$ cat config.mk
export PLATFORM = sky130hd
export DESIGN_NAME = round_robin_arbiter
export DESIGN_NICKNAME = d
export VERILOG_FILES = /design/src/rtl/round_robin_arbiter.sv
export SDC_FILE = /design/constraint.sdc
export NUM_CORES = 1
export LEC_CHECK = 0
export BUFFER_PORTS_ARGS = -buffer_cell sky130_fd_sc_hd__buf_2
export CAP_MARGIN = 25
export CORE_ASPECT_RATIO = 1.2
export CORE_MARGIN = 2
export CORE_UTILIZATION = 46
export DETAILED_ROUTE_END_ITERATION = 8
export GPL_TIMING_DRIVEN = 1
export PLACE_DENSITY_LB_ADDON = 0.12
export SYNTH_ARGS = -nofsm -noshare
export SYNTH_HDL_FRONTEND = slang
export SYNTH_SLANG_ARGS = --single-unit
$ cat constraint.sdc
create_clock -name clock -period 2.3 [get_ports clock]
set_input_delay 0.115 -clock clock [delete_from_list [all_inputs] [get_ports clock]]
set_output_delay 0.115 -clock clock [all_outputs]
set_load 0.01 [all_outputs]
$ cat src/rtl/round_robin_arbiter.sv
// Registered round-robin arbiter: one-hot grant held until accepted, priority
// then rotates past the winner ("round_robin") or stays at index 0 ("fixed").
module round_robin_arbiter #(
    parameter int    WIDTH   = 8,
    parameter string VARIANT = "fast",
    parameter string MODE    = "round_robin",
    localparam int   IW      = (WIDTH > 1) ? $clog2(WIDTH) : 1
) (
    input  logic             clock,
    input  logic             reset,
    input  logic [WIDTH-1:0] requests,
    output logic [WIDTH-1:0] grant,
    output logic [IW-1:0]    grant_index,
    output logic             grant_valid,
    input  logic             grant_ready
);

    logic [WIDTH-1:0] grant_reg;
    logic [IW-1:0]    grant_index_reg;
    logic             grant_valid_reg;
    logic [IW-1:0]    ptr_reg;

    logic [IW-1:0]    ptr_next;
    logic [WIDTH-1:0] masked;
    logic [WIDTH-1:0] pick_masked;
    logic [WIDTH-1:0] pick_all;
    logic [WIDTH-1:0] grant_next;
    logic             arb_en;

    function automatic logic [WIDTH-1:0] lowest_linear(input logic [WIDTH-1:0] v);
        logic [WIDTH-1:0] r;
        logic             found;
        r     = '0;
        found = 1'b0;
        for (int i = 0; i < WIDTH; i++) begin
            if (v[i] && !found) begin
                r[i]  = 1'b1;
                found = 1'b1;
            end
        end
        return r;
    endfunction

    function automatic logic [IW-1:0] encode(input logic [WIDTH-1:0] oh);
        logic [IW-1:0] r;
        r = '0;
        for (int i = 0; i < WIDTH; i++) begin
            if (oh[i]) r = r | IW'(i);
        end
        return r;
    endfunction

    generate
        if (VARIANT == "fast") begin : g_fast
            // Two's-complement trick isolates the lowest set bit in one carry chain.
            assign pick_masked = masked & (~masked + WIDTH'(1));
            assign pick_all    = requests & (~requests + WIDTH'(1));
        end else if (VARIANT == "small") begin : g_small
            assign pick_masked = lowest_linear(masked);
            assign pick_all    = lowest_linear(requests);
        end else begin : g_bad_variant
            $error("round_robin_arbiter: VARIANT must be \"small\" or \"fast\"");
            assign pick_masked = '0;
            assign pick_all    = '0;
        end

        if (MODE != "round_robin" && MODE != "fixed") begin : g_bad_mode
            $error("round_robin_arbiter: MODE must be \"round_robin\" or \"fixed\"");
        end

        for (genvar gi = 0; gi < WIDTH; gi++) begin : g_mask
            assign masked[gi] = requests[gi] & (IW'(gi) >= ptr_next);
        end
    endgenerate

    assign arb_en = !grant_valid_reg || grant_ready;

    always_comb begin
        ptr_next = ptr_reg;
        if (grant_valid_reg && grant_ready) begin
            if (MODE == "fixed" || grant_index_reg == IW'(WIDTH - 1))
                ptr_next = '0;
            else
                ptr_next = grant_index_reg + IW'(1);
        end
    end

    assign grant_next = (|masked) ? pick_masked : pick_all;

    always_ff @(posedge clock or posedge reset) begin
        if (reset) begin
            grant_reg       <= '0;
            grant_index_reg <= '0;
            grant_valid_reg <= 1'b0;
            ptr_reg         <= '0;
        end else if (arb_en) begin
            grant_reg       <= grant_next;
            grant_index_reg <= encode(grant_next);
            grant_valid_reg <= |requests;
            ptr_reg         <= ptr_next;
        end
    end

    assign grant       = grant_reg;
    assign grant_index = grant_index_reg;
    assign grant_valid = grant_valid_reg;

    a_onehot: assert property (@(posedge clock) disable iff (reset)
        $onehot0(grant_reg));
    a_valid_iff_grant: assert property (@(posedge clock) disable iff (reset)
        ((grant_reg != '0) == grant_valid_reg));
    a_index_matches: assert property (@(posedge clock) disable iff (reset)
        (!grant_valid_reg || grant_reg[grant_index_reg]));

    generate
        if (MODE == "round_robin" && WIDTH > 1) begin : g_fair
            // A winner must not win again straight away while someone else is waiting.
            a_no_repeat: assert property (@(posedge clock) disable iff (reset)
                (grant_valid_reg && grant_ready && |(requests & ~grant_reg))
                |=> (grant_reg != $past(grant_reg)));
        end
    endgenerate

endmodule

==> metrics.cfg <==
[outcome]
status=finished with violations
failed_checks=negative setup slack

[cells_and_area]
largest_register_ffs=8
finalCoreUtilization_pct=66.0
finalNetCount=144
multiInputGateArea_um2=591
fillers=163
num_antenna_cells=0
final_common_cell=sky130_fd_sc_hd__buf_2
sequential_cell_area_um2=378
syn2layout_area_growth_pct=32.1
final_layout_size_suffix_gt1_share_pct=42.3
final_design_area_no_fill_um2=1240
instances_no_fill=149
layout_common_cells=sky130_fd_sc_hd__buf_2 (22), sky130_fd_sc_hd__dfrtp_1 (13), sky130_fd_sc_hd__nor2_1 (11)

[die]
design.die.area_um2=2410
rows=17
die-height_um=53.4
core_area_um2=1870
floorplan.io_pins=23
initial_cell_density_of_the_core_pct=50.0
chipWidth_um=45.2

[detailed_routing]
detail_route.wirelength_um=2350
via_count=868
ant_nets=0
post-route-drc-count=0
drtPass1Iterations=5
post_dr_vias_cell=5.83
first_iter_violations=30
routed_wire_length_per_instance_um=15.8

[timing]
rsz0062_at_grt=true
timing.max_slew.rel_slack_pct=62.2
actual_slew_at_the_worst_max_slew_pin_ns=0.567
finalHoldViolCount=0
final_worst_path_period_share_pct=101
timing.final.max_slew_violations=0
report.final.setup_viol=1
fin_skew_ns=0.00996
fmax_mhz=433
totalNegativeSetupSlack_ns=-0.0116
post-route-worst-setup-slack_ns=-0.0116
period_needed_ns=2.31

[synth]
postSynthCellCount=94
yosys_most_used_dff=sky130_fd_sc_hd__dfrtp_1
async_reset_ff_share_pct=100
postSynthRegisterBits=15
synth.distinct_cells=37
syn_area_um2=936
yosysSeqAreaShare_pct=40.1
yosysWarnings=0
synth.net_count=107
post_synth.cell_area_avg_um2=9.96
synth-edff-count=0

[worst_setup_path]
critical_path.cell_chain=ha_4 > and4b_4 > a221o_2 > a21boi_4 > nor3b_4 > and3_4 > o21ba_1 > o32a_1
worstReg2RegEnd=grant_index[2]
worstSetupEndpoint=grant_index[2]
crit_path_top_delay_cell=sky130_fd_sc_hd__dfrtp_2
worst-endpoint-required_ns=2.48
endpoint_kind=flip-flop
cpLargestDelayFamily=compound AO/OA/AOI/OAI gates
crit_path_start_kind=flip-flop
worst-path-max-fanout=4
worstRegToRegCells=8
critical_path_arrival_ns=2.49
critical_path_depth=8
path_buf_inv=0
worst-setup-path-type=flip-flop to flip-flop
worstSetupStartpoint=grant_index[1]
regToRegSetupSlack_ns=-0.01
reg2reg_from=grant_index[1]
slowest_delay_ns=0.43

[power]
leak_nw=0.598
ir_worst_vdd_v=0.000870
power-per-cell-area_nw_per_um2=1280
fin_total_pwr_mw=1.59

[place]
hpwlAfterDp_um=1840
gp_routability_congestion=0.964
detailed_place.area_um2=1160
total_instance_count_after_detailed_placement=143
port_buffers=22

[clock_network]
h_tree_lvls=1
cts_tree=built
cts_buffer_depth=2
clock_tree.root_cell=sky130_fd_sc_hd__clkbuf_4
cts.sink_count=15
cts_inserted_buffers=3
cts.reportedPaths.clkPinSlew_ns=0.10
worstSkewPairLatency_ns=0.29

[global_route]
number_of_global_route_vias_before_repair=866
global_route.usage.total_pct=22.8
grt_start_max_net_pins=16
grt_antenna_before_repair=0
overflow=0
global_route_wire_length_before_repair_um=3930

[job]
timing.max_cap.violations=0

[hold_path]
holdCritPathClass=input pin to flip-flop

worst register-to-register path: cells and delay by family (launching register included):
family / cells / cell delay [ns]
AO/OA/AOI/OAI: 4 / 0.98
AND/OR/NAND/NOR: 3 / 0.55
adder cells (fa/ha/maj): 1 / 0.24
flip-flops: 1 / 0.43
cell type report:
type / count / share of cell area (%)
clock buffers: 4 / 2.13
inverters: 6 / 1.82
multi-input cells: 72 / 47.8
flip-flops and latches: 15 / 30.6
well taps: 19 / 1.92
repair buffers: 33 / 15.8
worst min path at each step:
stage,cells after the start,end,slack [ns],startpoint
after global placement,2,grant[3],0.20,reset
after CTS,3,grant_valid,0.05,requests[5]
after floorplan,1,grant[0],0.02,reset
after global routing,3,grant_valid,0.07,requests[5]
after detailed placement,2,grant[2],0.21,reset
final,3,grant_valid,0.05,requests[5]
through the flow:
step                      setup WS (ns)  hold WS [ns]
after floorplan                -0.00329        0.0163
after global placement          -0.0378         0.204
after detailed placement        -0.0552         0.209
after CTS                       -0.0119        0.0487
after global routing             -0.101        0.0710
final                           -0.0116        0.0513
cells in the mapped netlist, types with 2 or more instances:
cell                      number  area, µm²
sky130_fd_sc_hd__a32oi_1       2       17.5
sky130_fd_sc_hd__mux2_2        2       22.5
sky130_fd_sc_hd__nor2b_1       3       18.8
sky130_fd_sc_hd__dfrtp_1      15        375
sky130_fd_sc_hd__a31oi_1       3       18.8
sky130_fd_sc_hd__nor4_1        2       12.5
sky130_fd_sc_hd__nor2_1       12       45.0
sky130_fd_sc_hd__a21oi_1       4       20.0
sky130_fd_sc_hd__o32a_1        2       20.0
sky130_fd_sc_hd__ha_1          2       25.0
sky130_fd_sc_hd__o21ai_0       2       10.0
sky130_fd_sc_hd__nand2_1       8       30.0
sky130_fd_sc_hd__o211a_1       3       30.0
sky130_fd_sc_hd__inv_1         6       22.5
sky130_fd_sc_hd__o21a_1        2       15.0
sky130_fd_sc_hd__or2_2         3       18.8
sky130_fd_sc_hd__o31ai_1       3       22.5
power breakdown:
group          internal, mW  total [mW]  switching [mW]
Combinational         0.498       0.996           0.498
Clock                0.0674       0.154          0.0868
Sequential            0.364       0.435          0.0717
cells by family (layout without fill, tap and decap cells):
| kind of cell | count (synthesis) | count (layout) | synth area share, % |
|---|---|---|---|
| DFF | 15 | 15 | 40.1 |
| adders and majority gates | 2 | 2 | 2.67 |
| AOI/OAI and AO/OA | 30 | 30 | 26.7 |
| muxes | 4 | 4 | 4.95 |
| and+or+nand+nor | 36 | 36 | 22.7 |
| buffers and inverters | 7 | 43 | 2.81 |
metal layers:
| layer | wire (µm) | vias up | global-route usage (%) |
|---|---|---|---|
| met3 | 108 | 2 | 2.05 |
| met4 | 20 | 0 | 6.86 |
| li1 | - | 422 | - |
| met5 | 0 | - | 0 |
| met1 | 1030 | 415 | 29.0 |
| met2 | 1200 | 29 | 39.8 |
timing repair:
action / in CTS / in global routing
hold buffers: 1 / 0
endpoints found under the setup margin: 3 / 9
endpoints found under the hold margin: 15 / 0
setup buffers: 0 / 1
pin swaps: 1 / 0
gates resized for setup: 3 / 5
Power figures use the tool's default switching activity.
